`config.mk`:
```
export PLATFORM = sky130hd
export DESIGN_NAME = qspi_line_prefetcher
export DESIGN_NICKNAME = d
export VERILOG_FILES = /design/src/rtl/qspi_line_prefetcher.sv
export SDC_FILE = /design/constraint.sdc
export NUM_CORES = 1
export LEC_CHECK = 0
export CAP_MARGIN = 30
export CORE_MARGIN = 2
export CORE_UTILIZATION = 55
export DETAILED_ROUTE_END_ITERATION = 12
export DONT_BUFFER_PORTS = 1
export PLACE_DENSITY = 0.7
export SLEW_MARGIN = 20
export SYNTH_ARGS = -nofsm -noshare
export SYNTH_HDL_FRONTEND = slang
export SYNTH_SLANG_ARGS = --single-unit
```
`constraint.sdc`:
```
create_clock -name HCLK -period 11.45 [get_ports HCLK]
set_clock_uncertainty 0.1 [all_clocks]
set_input_delay 2.29 -clock HCLK [delete_from_list [all_inputs] [get_ports HCLK]]
set_output_delay 2.29 -clock HCLK [all_outputs]
set_load 0.02 [all_outputs]
```
`src/rtl/qspi_line_prefetcher.sv`:
```
// Next-line prefetch stage between the XIP cache miss path and the QSPI
// flash line reader. Demand fetches pass through; after each delivery the
// following 16-byte line is fetched into a one-entry prefetch buffer.
module qspi_line_prefetcher #(
  parameter int LINE_SIZE = 128,
  parameter int AW        = 24
) (
  input  logic                 HCLK,
  input  logic                 HRESETn,
  input  logic                 req_rd,
  input  logic [AW-1:0]        req_addr,
  output logic                 req_done,
  output logic [LINE_SIZE-1:0] req_line,
  input  logic                 pf_enable,
  input  logic                 inval,
  output logic                 pf_hit,
  output logic                 fr_rd,
  output logic [AW-1:0]        fr_addr,
  input  logic                 fr_done,
  input  logic [LINE_SIZE-1:0] fr_line
);

  localparam int TW = AW - 4;  // line-index width

  typedef enum logic [1:0] {IDLE, DEMAND, PREFETCH, PF_PEND} state_e;

  state_e               state_q, state_d;
  logic                 pf_valid_q, pf_valid_d;
  logic                 pf_kill_q, pf_kill_d;
  logic [TW-1:0]        pf_tag_q, pf_tag_d;
  logic [LINE_SIZE-1:0] pf_data_q, pf_data_d;
  logic [TW-1:0]        pend_tag_q, pend_tag_d;
  logic                 req_done_q, req_done_d;
  logic                 pf_hit_q, pf_hit_d;
  logic [LINE_SIZE-1:0] req_line_q, req_line_d;
  logic                 fr_rd_q, fr_rd_d;
  logic [TW-1:0]        fr_tag_q, fr_tag_d;

  logic [TW-1:0] req_tag;
  logic [TW-1:0] res_tag;
  logic          idle_hit;
  logic          in_pf;
  logic          kill;
  logic          resolve;
  logic          res_hit;
  logic          unused_low_bits;

  assign unused_low_bits = ^req_addr[3:0];

  // Request decode: buffer hit, prefetch discard and pending-request resolution.
  always_comb begin
    req_tag  = req_addr[AW-1:4];
    idle_hit = pf_valid_q && (pf_tag_q == req_tag) && !inval;
    in_pf    = (state_q == PREFETCH) || (state_q == PF_PEND);
    kill     = pf_kill_q || inval;
    resolve  = fr_done && ((state_q == PF_PEND) || ((state_q == PREFETCH) && req_rd));
    res_tag  = (state_q == PF_PEND) ? pend_tag_q : req_tag;
    res_hit  = !kill && (res_tag == fr_tag_q);
  end

  // Next-state logic.
  always_comb begin
    state_d = state_q;
    unique case (state_q)
      IDLE:     if (req_rd) state_d = idle_hit ? (pf_enable ? PREFETCH : IDLE) : DEMAND;
      DEMAND:   if (fr_done) state_d = pf_enable ? PREFETCH : IDLE;
      PREFETCH: begin
        if (resolve)      state_d = res_hit ? (pf_enable ? PREFETCH : IDLE) : DEMAND;
        else if (fr_done) state_d = IDLE;
        else if (req_rd)  state_d = PF_PEND;
      end
      PF_PEND:  if (resolve) state_d = res_hit ? (pf_enable ? PREFETCH : IDLE) : DEMAND;
      default:  state_d = IDLE;
    endcase
  end

  // Datapath and registered-output updates for each state/event.
  always_comb begin
    // NOTE: every variable gets a default here so no path infers a latch.
    pf_valid_d = pf_valid_q && !inval;
    pf_kill_d  = pf_kill_q || (in_pf && inval);
    pf_tag_d   = pf_tag_q;
    pf_data_d  = pf_data_q;
    pend_tag_d = pend_tag_q;
    req_done_d = 1'b0;
    pf_hit_d   = 1'b0;
    req_line_d = req_line_q;
    fr_rd_d    = 1'b0;
    fr_tag_d   = fr_tag_q;
    unique case (state_q)
      IDLE: begin
        if (req_rd && idle_hit) begin
          req_done_d = 1'b1;
          pf_hit_d   = 1'b1;
          req_line_d = pf_data_q;
          pf_valid_d = 1'b0;
          if (pf_enable) begin
            fr_rd_d  = 1'b1;
            fr_tag_d = req_tag + 1'b1;
          end
        end else if (req_rd) begin
          fr_rd_d  = 1'b1;
          fr_tag_d = req_tag;
        end
      end
      DEMAND: begin
        if (fr_done) begin
          req_done_d = 1'b1;
          req_line_d = fr_line;
          if (pf_enable) begin
            fr_rd_d  = 1'b1;
            fr_tag_d = fr_tag_q + 1'b1;
          end
        end
      end
      PREFETCH, PF_PEND: begin
        if (fr_done) begin
          pf_kill_d = 1'b0;
          if (!kill) begin
            pf_valid_d = 1'b1;
            pf_tag_d   = fr_tag_q;
            pf_data_d  = fr_line;
          end
          if (resolve && res_hit) begin
            req_done_d = 1'b1;
            pf_hit_d   = 1'b1;
            req_line_d = fr_line;
            pf_valid_d = 1'b0;
            if (pf_enable) begin
              fr_rd_d  = 1'b1;
              fr_tag_d = fr_tag_q + 1'b1;
            end
          end else if (resolve) begin
            fr_rd_d  = 1'b1;
            fr_tag_d = res_tag;
          end
        end else if ((state_q == PREFETCH) && req_rd) begin
          pend_tag_d = req_tag;
        end
      end
      default: ;
    endcase
  end

  // Control state and registered outputs.
  always_ff @(posedge HCLK or negedge HRESETn) begin
    if (!HRESETn) begin
      state_q    <= IDLE;
      pf_valid_q <= 1'b0;
      pf_kill_q  <= 1'b0;
      req_done_q <= 1'b0;
      pf_hit_q   <= 1'b0;
      req_line_q <= '0;
      fr_rd_q    <= 1'b0;
      fr_tag_q   <= '0;
    end else begin
      // NOTE: non-blocking assignments so all flops update from the same pre-edge values.
      state_q    <= state_d;
      pf_valid_q <= pf_valid_d;
      pf_kill_q  <= pf_kill_d;
      req_done_q <= req_done_d;
      pf_hit_q   <= pf_hit_d;
      req_line_q <= req_line_d;
      fr_rd_q    <= fr_rd_d;
      fr_tag_q   <= fr_tag_d;
    end
  end

  // Buffer payload and pending tag.
  // NOTE: no reset here; contents are only read when qualified by pf_valid_q or the FSM state.
  always_ff @(posedge HCLK) begin
    pf_tag_q   <= pf_tag_d;
    pf_data_q  <= pf_data_d;
    pend_tag_q <= pend_tag_d;
  end

  assign req_done = req_done_q;
  assign pf_hit   = pf_hit_q;
  assign req_line = req_line_q;
  assign fr_rd    = fr_rd_q;
  assign fr_addr  = {fr_tag_q, 4'h0};

endmodule
```
==> results of run 1 <==
==> power by group through the flow <==
stage	clock, mW	combinational (mW)	sequential, mW
global placement	0	1.17	2.20
floorplan	0	1.01	2.08
detailed placement	0	1.22	2.20
global route	1.22	1.36	2.22
finish	1.16	1.22	2.18
CTS	1.18	1.22	2.19
==> sequential cells by signal, summed over array words and instances, names as in the netlist <==
register and flops:
fr_rd 1, fr_tag_q 20, pend_tag_q 20, pf_data_q 128, pf_hit 1, pf_kill_q 1, pf_tag_q 20, pf_valid_q 1
req_done 1, req_line 128, state_q 2
==> path summary, 6_finish.rpt <==
kind	from	endpoint	slack [ps]
max	req_addr[21]	req_line[107]	6340
min	pf_data_q[10]	req_line[10]	420
max reg2reg	state_q[0]	req_line[107]	6970
min reg2reg	pf_data_q[10]	req_line[10]	420
max in group asynchronous	HRESETn	req_done	9600
min in group asynchronous	HRESETn	pf_kill_q	1380
==> through the flow <==
stage	setup slack, ps	cells
floorplan	1890	1195
global placement	5930	1460
detailed placement	5840	1461
CTS	6380	1526
global route	6040	1527
finish	6340	1527
==> placed cells by master (no fill, tap or decap), types with 4 or more instances in the layout <==
master / instances
nor2_1: 43
nor2b_1: 5
clkbuf_8: 4
nor4_1: 7
clkbuf_1: 10
nor3_1: 14
clkinv_2: 5
nand2_1: 173
xor2_1: 29
o21ai_0: 14
o211ai_1: 11
o21ai_1: 130
and4_1: 5
a211oi_1: 7
mux2i_1: 145
or2_2: 4
o22ai_1: 10
a21oi_1: 25
a31oi_1: 5
xnor2_1: 36
dfrtp_1: 155
and3_1: 10
inv_1: 21
nand4_1: 8
a221oi_1: 6
conb_1: 4
buf_4: 10
nand3_1: 17
a2111oi_0: 4
edfxtp_1: 168
clkbuf_16: 38
mux2_2: 7
==> final cells by class <==
type,instances,area share (%)
flip-flops and latches,323,56.8
multi-input cells,770,31.6
clock buffers,52,6.64
well taps,335,2.67
clock inverters,13,0.956
repair buffers,13,0.812
inverters,21,0.502
==> layer usage <==
metal | up-vias | wire length [µm] | global-route usage, % | part of all wire (%)
met4 | 0 | 1670 | 11.7 | 4.7
met3 | 112 | 3450 | 8.19 | 9.8
met1 | 4507 | 13800 | 32.8 | 39
li1 | 4255 | - | - | -
met2 | 420 | 16400 | 39.3 | 47
met5 | - | 0 | 0 | 0
==> worst max-delay path: cells and delay by family <==
kind                      cells  cell delay [ps]
buffers and inverters         2              910
xor gates and xnor gates      1              140
and+or+nand+nor               4             1450
AOI/OAI and AO/OA             3              490
==> logic make-up (layout without fill, tap and decap cells) <==
logic type	after synthesis	in the layout
buffers and inverters	102	99
flip-flops	323	323
XOR/XNOR	65	65
other	1	4
AND/OR/NAND/NOR	306	306
AO/OA/AOI/OAI	241	241
multiplexers	152	152
adder cells (fa/ha/maj)	2	2
==> results.py, run 1 <==
metrics = {
    "route": {
        "via_count": 9294,
        "drt-wirelength-per-cell_um": 23.2,
        "drt_iter0_drc": 806,
        "first_pass_iters": 5,
        "remaining_drc_errors": 0,
        "vias_per_cell": 6.09,
        "antenna_left": 0,
        "wl_mm": 35.4,
    },
    "timing": {
        "setup_viol": 0,
        "finalHoldViolations": 0,
        "worst_pin_slew_ps": 1110,
        "slew_headroom_pct": 25.8,
        "fmax_ghz": 0.196,
        "final.period_utilization_pct": 44.6,
        "fin_crit_ps": 5110,
        "rsz0062_at_grt": "false",
        "final.setup.tns_ps": 0,
        "whs_ps": 415,
        "finalMaxSlewViolations": 0,
    },
    "outcome": {
        "status": "finished, final reports clean",
    },
    "hold_path": {
        "hold_class": "reg2reg",
        "hold_depth": 2,
    },
    "layout": {
        "nNetsFinal": 1325,
        "drive_above_1_share_pct": 7.21,
        "fin_area_um2": 15700,
        "multiInputGateArea_um2": 4960,
        "syn2layout_area_growth_pct": 9.81,
        "fin_util_pct": 61.0,
        "fill_cells": 2069,
        "n_antenna_cell": 0,
        "register_area_um2": 8920,
    },
    "synth": {
        "synth_top_flop_cell": "edfxtp_1",
        "synth.area.mux_share_pct": 10.7,
        "synth_cells": 1192,
        "yosysSeqAreaShare_pct": 62.4,
        "synth_xor_area_share_pct": 3.98,
        "netlist_area_um2": 14300,
        "yosys.cell_types.count": 60,
        "yosys.cell_count.top_type": "nand2_1",
        "synth_area_leaders": "edfxtp_1, dfrtp_1, mux2i_1, o21ai_1, nand2_1",
        "synth-adder-area-share_pct": 0.175,
        "yosysTopAreaCellShare_pct": 35.3,
        "synthTopCellsByCount": "nand2_1, edfxtp_1, dfrtp_1",
        "yosys.area_share.simple_pct": 9.61,
        "synth_edf_count": 168,
        "yosys_warnings": 0,
        "synth_top_family_by_area": "multiplexers",
        "async_flop_share_pct": 48.0,
        "synth_compound_area_share_pct": 9.95,
        "yosysTopAreaCell": "edfxtp_1",
        "yosys_register_bits": 323,
        "postSynthAreaPerCell_um2": 12.0,
    },
    "floorplanning": {
        "die_w_um": 165,
        "dieHeight_um": 165,
        "core_um2": 25800,
        "fp-row-count": 59,
        "start_util_pct": 55.5,
        "io_pins": 313,
        "die_area_um2": 27300,
    },
    "place": {
        "globalplace.congestion": 0.942,
        "placed_cell_area_um2": 14500,
        "port_buffers": 0,
        "post-dp-hpwl_mm": 23.2,
    },
    "grt": {
        "grt_pass1_vias": 9446,
        "grt_max_degree": 156,
        "grt_pass1_wl_mm": 53.4,
        "grt.total_usage_pct": 25.4,
        "antenna_found_initial": 0,
        "grt_overflow": 0,
    },
    "clock_network": {
        "clk_pin_slew_ps": 60,
        "clock_tree.root_cell": "clkbuf_16",
        "clockBufferDepth": 3,
        "clk_latency_ps": 510,
        "cts.sink_count": 323,
        "numCtsBuffers": 36,
        "cts_setup_buffers": 0,
        "tritoncts": "built",
        "cts_hold_buf": 0,
        "htree_levels": 2,
        "cts_resized": 0,
    },
    "pwr": {
        "pwr-share-seq_pct": 47.9,
        "clockPowerShare_pct": 25.4,
        "comb_power_share_pct": 26.7,
        "p_per_area_nw_per_um2": 290,
        "p_int_mw": 2.73,
        "swShare_pct": 40.1,
        "p_sw_mw": 1.83,
        "power.leakage_nw": 5.98,
        "finalPower_mw": 4.55,
        "ir_drop_mv": 0.202,
    },
    "critical_path": {
        "cp_max_fo": 96,
        "crit_chain": "xor2_1, nor4_1, and4_1, nand3_1, a22oi_1, o21ai_4, buf_4, buf_4, nand2_1, o21ai_1",
        "crit_required_ps": 11720,
        "worstPathArrival_ps": 5370,
        "worstSetupPathType": "in2reg",
        "crit_top_cell": "buf_4",
        "worst_path_largest_cell_delay_ps": 600,
        "start_kind": "input pin",
        "cpMaxStageDelayCell": "nor4_1",
        "reg2reg_depth": 11,
        "end_kind": "flop",
    },
    "flow_run": {
        "cap_violations": 0,
    },
}
(Power assumes the default switching activity.)
==> run 2: changes to the inputs <==
- clock period: 11.45 -> 5 ns (I/O delays scaled with it)
==> results.py, run 2 (synthesized netlist as in run 1, its figures left out) <==
metrics = {
    "route": {
        "vias_per_cell": 6.14,
        "remaining_drc_errors": 0,
        "wl_mm": 34.8,
        "first_pass_iters": 7,
        "drt_iter0_drc": 868,
        "via_count": 9368,
        "drt-wirelength-per-cell_um": 22.8,
        "antenna_left": 0,
    },
    "critical_path": {
        "crit_chain": "and2_4, mux2i_1, o22ai_1, or4_4, nor4_4, buf_4, nor2_2, a2111oi_0, o21ai_1",
        "crit_required_ps": 5280,
        "start_kind": "flop",
        "cpMaxStageDelayCell": "dfrtp_1",
        "worstSetupPathType": "reg2reg",
        "reg2reg_depth": 9,
        "rr_startpoint": "state_q[1]",
        "cp-startpoint": "state_q[1]",
        "end_kind": "flop",
        "cp_max_fo": 20,
        "cp_num_cells": 9,
        "worstPathArrival_ps": 4260,
        "crit_family": "simple AND/OR/NAND/NOR gates",
        "worst-path-buf-inv": 1,
        "worst_path_largest_cell_delay_ps": 620,
    },
    "clock_network": {
        "cts_resized": 0,
        "clock_tree.root_cell": "clkbuf_16",
        "htree_levels": 2,
        "cts.sink_count": 323,
        "cts_hold_buf": 0,
        "clk_latency_ps": 520,
        "tritoncts": "built",
        "clk_pin_slew_ps": 60,
        "numCtsBuffers": 35,
        "cts_setup_buffers": 0,
        "clockBufferDepth": 3,
    },
    "timing": {
        "setup_viol": 0,
        "fin_crit_ps": 3980,
        "slew_headroom_pct": 12.7,
        "finalMaxSlewViolations": 0,
        "final.period_utilization_pct": 79.7,
        "fmax_ghz": 0.251,
        "whs_ps": 93.5,
        "final.setup.tns_ps": 0,
        "worst_pin_slew_ps": 1310,
        "rsz0062_at_grt": "false",
        "finalHoldViolations": 0,
    },
    "grt": {
        "grt_pass1_vias": 9303,
        "grt_pass1_wl_mm": 52.7,
        "antenna_found_initial": 0,
        "use_met1_pct": 32.9,
        "grt.total_usage_pct": 25.1,
        "grt_max_degree": 201,
        "grt.busiest_layer": "met2",
        "met2_usage_pct": 38.0,
        "grt_overflow": 0,
        "grt_use_met3_pct": 8.57,
    },
    "pwr": {
        "p_per_area_nw_per_um2": 658,
        "ir_drop_mv": 0.783,
        "power.leakage_nw": 5.94,
    },
    "place": {
        "globalplace.congestion": 0.932,
        "port_buffers": 0,
        "placed_cells_incl_taps": 1462,
        "post-dp-hpwl_mm": 22.7,
    },
    "layout": {
        "n_antenna_cell": 0,
        "layout_common_cells": "nand2_1, edfxtp_1, dfrtp_1",
        "stdcell_count": 1526,
        "mostFrequentLayoutCell": "nand2_1",
        "nNetsFinal": 1324,
        "drive_above_1_share_pct": 6.80,
        "fin_util_pct": 60.7,
        "syn2layout_area_growth_pct": 9.37,
    },
    "flow_run": {
        "cap_violations": 0,
    },
    "outcome": {
        "status": "finished, final reports clean",
    },
    "floorplanning": {
        "dieHeight_um": 165,
        "die_area_um2": 27300,
        "die_w_um": 165,
        "fp-row-count": 59,
        "core_um2": 25800,
        "start_util_pct": 55.5,
        "io_pins": 313,
    },
    "hold_path": {
        "hold_class": "in2async",
    },
}
run 2: cell count changes in the layout (fill, tap and decap cells not counted), moves of 2 or more:
cell       before  now
clkinv_2        5    2
bufinv_16       3    1
buf_12          1    4
clkbuf_16      38   36
clkbuf_1       10   14
run 2: metal layers:
layer | vias up | wire length (µm)
met4 | 0 | 1600
met1 | 4536 | 13400
li1 | 4243 | -
met3 | 108 | 3880
met5 | - | 0
met2 | 481 | 15900
run 2: path summary, 6_finish.rpt:
| check | end | slack, ps |
|---|---|---|
| setup / recovery | fr_tag_q[2] | 1020 |
| hold / removal | req_line[66] | 90 |
| setup reg to reg | fr_tag_q[2] | 1020 |
| hold reg to reg | req_line[60] | 410 |
| max in group asynchronous | req_line[14] | 4410 |
| min in group HCLK | req_line[60] | 410 |
run 2: report_power, final:
part	switching (mW)	internal [mW]	leakage (nW)
Combinational	1.70	1.11	1.98
Sequential	1.43	3.55	3.42
Clock	1.03	1.47	0.540
Total	4.16	6.13	5.94
run 2: metrics by stage:
step	total power, mW	setup slack, ps	area (µm²)
global placement	7.74	1140	14500
detailed placement	7.84	1120	14500
finish	10.3	1020	15600
global route	10.9	851	15600
floorplan	7.06	870	14300
CTS	10.3	1110	15600
run 2: cell type report:
type | instances | area (µm²)
fillers | 2085 | 10100
well taps | 335 | 419
repair buffers | 13 | 148
inverters | 21 | 78.8
flip-flops and latches | 323 | 8920
multi-input cells | 770 | 4960
clock buffers | 55 | 1020
clock inverters | 9 | 87.6
